$ cat src/rtl/pmem_arb_pkg.sv
// Shared types for the physical-memory arbiter between icache and dcache.
// Build option PMEM_ARB_RR_EN (see pmem_arb_pick) selects round-robin arbitration.
package pmem_arb_pkg;

    localparam int PMEM_ADDR_W = 32;
    localparam int PMEM_LINE_W = 256;

    typedef enum logic [1:0] {IDLE, GRANT_I, GRANT_D} pmem_arb_state_t;
    typedef enum logic       {REQ_I, REQ_D}            pmem_arb_req_t;

    function automatic pmem_arb_state_t grant_state(input pmem_arb_req_t r);
        return (r == REQ_D) ? GRANT_D : GRANT_I;
    endfunction

endpackage

$ cat src/rtl/pmem_arb_pick.sv
// Combinational winner selection for the pmem arbiter.
// PMEM_ARB_RR_EN defined: ties go to the requester not granted last; otherwise dcache always wins ties.
module pmem_arb_pick
    import pmem_arb_pkg::*;
(
    input  logic          i_req_i,
    input  logic          d_req_i,
    input  pmem_arb_req_t last_grant_i,
    output logic          valid_o,
    output pmem_arb_req_t winner_o
);

    always_comb begin
        valid_o  = i_req_i | d_req_i;
        winner_o = d_req_i ? REQ_D : REQ_I;
`ifdef PMEM_ARB_RR_EN
        if (i_req_i && d_req_i) begin
            winner_o = (last_grant_i == REQ_D) ? REQ_I : REQ_D;
        end
`endif
    end

`ifndef PMEM_ARB_RR_EN
    // Fixed priority never looks at history.
    logic unused_last_grant;
    assign unused_last_grant = (last_grant_i == REQ_D);
`endif

endmodule

$ cat src/rtl/pmem_arbiter.sv
// Shares one cacheline pmem port between icache (read) and dcache (read/write), one transaction at a time.
// Build option PMEM_ARB_RR_EN enables round-robin; default is fixed dcache-first priority.
module pmem_arbiter
    import pmem_arb_pkg::*;
#(
    parameter int ADDR_W = PMEM_ADDR_W,
    parameter int LINE_W = PMEM_LINE_W
) (
    input  logic              clk,
    input  logic              rst,
    input  logic              i_mem_read,
    input  logic [ADDR_W-1:0] i_mem_address,
    output logic [LINE_W-1:0] i_mem_rdata,
    output logic              i_mem_resp,
    input  logic              d_mem_read,
    input  logic              d_mem_write,
    input  logic [ADDR_W-1:0] d_mem_address,
    input  logic [LINE_W-1:0] d_mem_wdata,
    output logic [LINE_W-1:0] d_mem_rdata,
    output logic              d_mem_resp,
    output logic              pmem_read,
    output logic              pmem_write,
    output logic [ADDR_W-1:0] pmem_address,
    output logic [LINE_W-1:0] pmem_wdata,
    input  logic [LINE_W-1:0] pmem_rdata,
    input  logic              pmem_resp
);

    pmem_arb_state_t state_q, state_d;
    pmem_arb_req_t   last_grant, pick_winner;
    logic            d_req, pick_valid;

    assign d_req = d_mem_read | d_mem_write;

    pmem_arb_pick u_pick (
        .i_req_i      (i_mem_read),
        .d_req_i      (d_req),
        .last_grant_i (last_grant),
        .valid_o      (pick_valid),
        .winner_o     (pick_winner)
    );

    always_ff @(posedge clk or posedge rst) begin
        if (rst) state_q <= IDLE;
        else     state_q <= state_d;
    end

`ifdef PMEM_ARB_RR_EN
    pmem_arb_req_t last_grant_q, last_grant_d;

    always_comb begin
        last_grant_d = last_grant_q;
        if (pmem_resp && state_q == GRANT_I) last_grant_d = REQ_I;
        if (pmem_resp && state_q == GRANT_D) last_grant_d = REQ_D;
    end

    always_ff @(posedge clk or posedge rst) begin
        if (rst) last_grant_q <= REQ_D;
        else     last_grant_q <= last_grant_d;
    end

    assign last_grant = last_grant_q;
`else
    assign last_grant = REQ_D;
`endif

    // Granted side is passed straight through; a dropped request or resp ends the grant.
    always_comb begin
        state_d      = state_q;
        pmem_read    = 1'b0;
        pmem_write   = 1'b0;
        pmem_address = '0;
        pmem_wdata   = '0;
        i_mem_resp   = 1'b0;
        d_mem_resp   = 1'b0;
        i_mem_rdata  = '0;
        d_mem_rdata  = '0;
        unique case (state_q)
            IDLE: begin
                if (pick_valid) state_d = grant_state(pick_winner);
            end
            GRANT_I: begin
                pmem_read    = i_mem_read;
                pmem_address = i_mem_address;
                i_mem_resp   = pmem_resp;
                i_mem_rdata  = pmem_rdata;
                d_mem_rdata  = pmem_rdata;
                if (pmem_resp || !i_mem_read) state_d = IDLE;
            end
            GRANT_D: begin
                // Write wins if the dcache ever raises both.
                pmem_write   = d_mem_write;
                pmem_read    = d_mem_read & ~d_mem_write;
                pmem_address = d_mem_address;
                pmem_wdata   = d_mem_wdata;
                d_mem_resp   = pmem_resp;
                i_mem_rdata  = pmem_rdata;
                d_mem_rdata  = pmem_rdata;
                if (pmem_resp || !d_req) state_d = IDLE;
            end
            default: state_d = IDLE;
        endcase
    end

`ifndef SYNTHESIS
    a_d_rw_excl: assert property (@(posedge clk) disable iff (rst) !(d_mem_read && d_mem_write));
    a_i_hold:    assert property (@(posedge clk) disable iff (rst) (state_q == GRANT_I) |-> i_mem_read);
    a_d_hold:    assert property (@(posedge clk) disable iff (rst) (state_q == GRANT_D) |-> d_req);
    a_resp_idle: assert property (@(posedge clk) disable iff (rst) (state_q == IDLE) |-> !pmem_resp);
`endif

endmodule

$ cat config.mk
export PLATFORM = sky130hd
export DESIGN_NAME = pmem_arbiter
export DESIGN_NICKNAME = d
export VERILOG_FILES = /design/src/rtl/pmem_arb_pkg.sv /design/src/rtl/pmem_arb_pick.sv /design/src/rtl/pmem_arbiter.sv
export SDC_FILE = /design/constraint.sdc
export NUM_CORES = 1
export LEC_CHECK = 0
export ABC_AREA = 1
export CORE_AREA = 4 4 531 533
export DETAILED_ROUTE_END_ITERATION = 8
export DIE_AREA = 0 0 535 537
export PLACE_DENSITY = 0.3
export SLEW_MARGIN = 10
export SYNTH_ARGS = -nofsm -noshare
export SYNTH_HDL_FRONTEND = slang
export SYNTH_SLANG_ARGS = --single-unit
$ cat constraint.sdc
create_clock -name clk -period 3.6 [get_ports clk]
set_clock_uncertainty 0.05 [all_clocks]
set_input_delay 0.72 -clock clk [delete_from_list [all_inputs] [get_ports clk]]
set_output_delay 0.72 -clock clk [all_outputs]
set_load 0.01 [all_outputs]
==> impl_metrics.ini <==
[run_status]
status = completed

[power]
peakVddDrop_mv = 0.238
total_power_uw = 18800
power_density_nw_per_um2 = 741
p_leak_uw = 0.0120

[finish]
stdcell_count = 6304
drive_gt1_share_pct = 12.7
max_flop_register = state_q
largest_reg_flops = 2
area.growth.synth_to_final_pct = 267
reg.largest.list = state_q x2
final_nets = 3173

[sta]
post-route-period-util_pct = 96.4
rsz0062_at_grt = no
fin_crit_ns = 3.47
setup_viol = 0
tightest_slew_ns = 0.614
maxSlewHeadroom_pct = 58.9
drv_slew = 0
timing.fmax_ghz = 0.288
finalSetupTns_ns = 0
hold_slack_ns = 0.494
hold_violations = 0

[critical_path]
critPathMaxFanout = 43
crit_path_max_incr_delay_ns = 0.60
path_buf_inv = 5
cp_cell_sequence = inv_1 > ha_4 > buf_12 > buf_4 > nand2_1 > clkinvlp_4 > clkdlybuf4s50_1
worst_setup_path_start_kind = flip-flop
cp-end-kind = output port
crit_slowest_cell = clkdlybuf4s50_1
path_class = reg2out
cp_top_family = buffers and inverters
cp.arrival_ns = 2.70
cp_data_required_time_ns = 2.83

[clock_tree]
cts_setup_buffers = 0
htreeDepth = 1
cts_buffers = 3
cts_sinks = 2
clk_path_buf_depth = 2
cts_tree = yes
cts_root_buffer = clkbuf_16
clk_latency_ns = 0.22
cts.clk_slew.worst_paths_ns = 0.03
hold_buffers = 0

[hold_path]
hold_path.class = reg2reg

[synthesis]
syn-num-nets = 2069
post-synth-top-area-cell = buf_4
synthAdderAreaFrac_pct = 0.544
ys_top_cells_by_count = 587 x nand2_1, 524 x inv_1, 310 x buf_4
ys.flop_type = dfrtp_1
synthArstFlopShare_pct = 100
synth_top_family_by_area = buffers and inverters
synthMuxAreaShare_pct = 0
ys_seq_elements = 2
synth.most_common_cell = nand2_1
synth_edf_count = 0
seq_area_frac_synth_pct = 0.725
synth_xor_area_share_pct = 0
netlist_top_cells_area = buf_4 34%, nand2_1 32%, inv_1 28%
synth_cells = 1484
yosysUniqueCellTypes = 10
synth_compound_area_share_pct = 2.39
synth-simple-area-share_pct = 32.6
synth_top_area_share_pct = 33.7
avgSynthCellArea_sq_um = 4.65
synth_area_sq_um = 6900
yosys_warnings = 0

[floorplanning]
pin_count = 1386
placementRows = 193
chipWidth_um = 535
die_area_sq_um = 287000
initial_core_util_pct = 2.50
die_h_um = 537
core_area_sq_um = 276000

[routing]
dr.pass1.iters = 5
antenna_left = 0
wl_per_cell_um = 34.5
vias = 13500
dr.first_iter.drc_count = 587
drc = 0
wirelength_mm = 218
detail_route.vias_per_cell = 2.14

[placement]
post-dp-hpwl_mm = 209
portBuffers = 1385
dpl.cell_count = 6288
gp_congestion = 0.932

[global_route]
grt_overflow = 0
grt_max_degree = 66
grt.total_usage_pct = 14.4
grt_pass1_vias = 14100
grt_first_pass_wirelength_mm = 249
antenna_found_initial = 150

[job]
max_cap_violations = 0
## cells by family (layout without fill, tap and decap cells)
group | Yosys count | in the layout
compound gates | 33 | 33
fa+ha+maj | 3 | 3
buf+inv | 849 | 1951
flops | 2 | 2
other cells | 0 | 13
simple gates | 597 | 597
## tightest hold or removal path: stages (launching register included)
cell and delay [ns]:
dfrtp_1 0.38, nand2_1 0.07, nand2_1 0.06
## area by class of cell
type | instances | area (sq um)
timing repair buffer | 1424 | 16100
multi-input combinational | 633 | 2480
clock buffer | 3 | 75.1
tap | 3705 | 4640
sequential | 2 | 50.0
antenna | 13 | 32.5
inverter | 524 | 1970
fill | 32300 | 251000
## stage by stage
stage,setup WS [ns],area (sq um),util [%]
finish,0.130,25300,9.16
global placement,0.162,25200,9.12
floorplan,1.46,6900,-
CTS,0.0226,25300,9.15
global route,0.0327,25300,9.15
detailed placement,0.180,25200,9.12
## layer usage
metal	up-vias	part of all wire, %	GRT usage (%)
met5	-	0.16	0
li1	5881	-	-
met4	48	1.4	1.30
met1	6213	43	18.3
met2	1134	42	22.1
met3	244	13	7.90
## placed cells by master (no fill, tap or decap)
cell type and instances:
buf_12 210, ha_4 2, nor2_1 2, ha_2 1, dlymetal6s2s_1 1, clkbuf_16 3
nand2_1 587, clkdlybuf4s50_1 1102, dfrtp_1 2, inv_1 522, buf_4 110, clkinvlp_4 2
a21oi_1 33, buf_6 1, diode_2 13, nand3_1 8
## power by group
group	switching, uW	total (uW)	internal, uW
combinational	11000	18600	7580
clock	23.6	165	141
sequential	9.20	39.0	29.8
total	11000	18800	7750
## path summary, 6_finish.rpt
check / depth (start not counted) / to / slack (ns) / startpoint
max reg2reg: 9 / state_q[0] / 1.65 / state_q[0]
min: 2 / state_q[0] / 0.49 / state_q[0]
max in group asynchronous: 2 / state_q[0] / 2.67 / rst
min reg2reg: 2 / state_q[0] / 0.49 / state_q[0]
min in group asynchronous: 2 / state_q[1] / 0.71 / rst
max: 7 / d_mem_rdata[17] / 0.13 / state_q[0]
## timing repair
item,in CTS,in global routing
resized for setup,1,3
hold endpoints to repair,0,0
setup endpoints to repair,1,2
No activity file was read; power rests on OpenSTA's default activity.
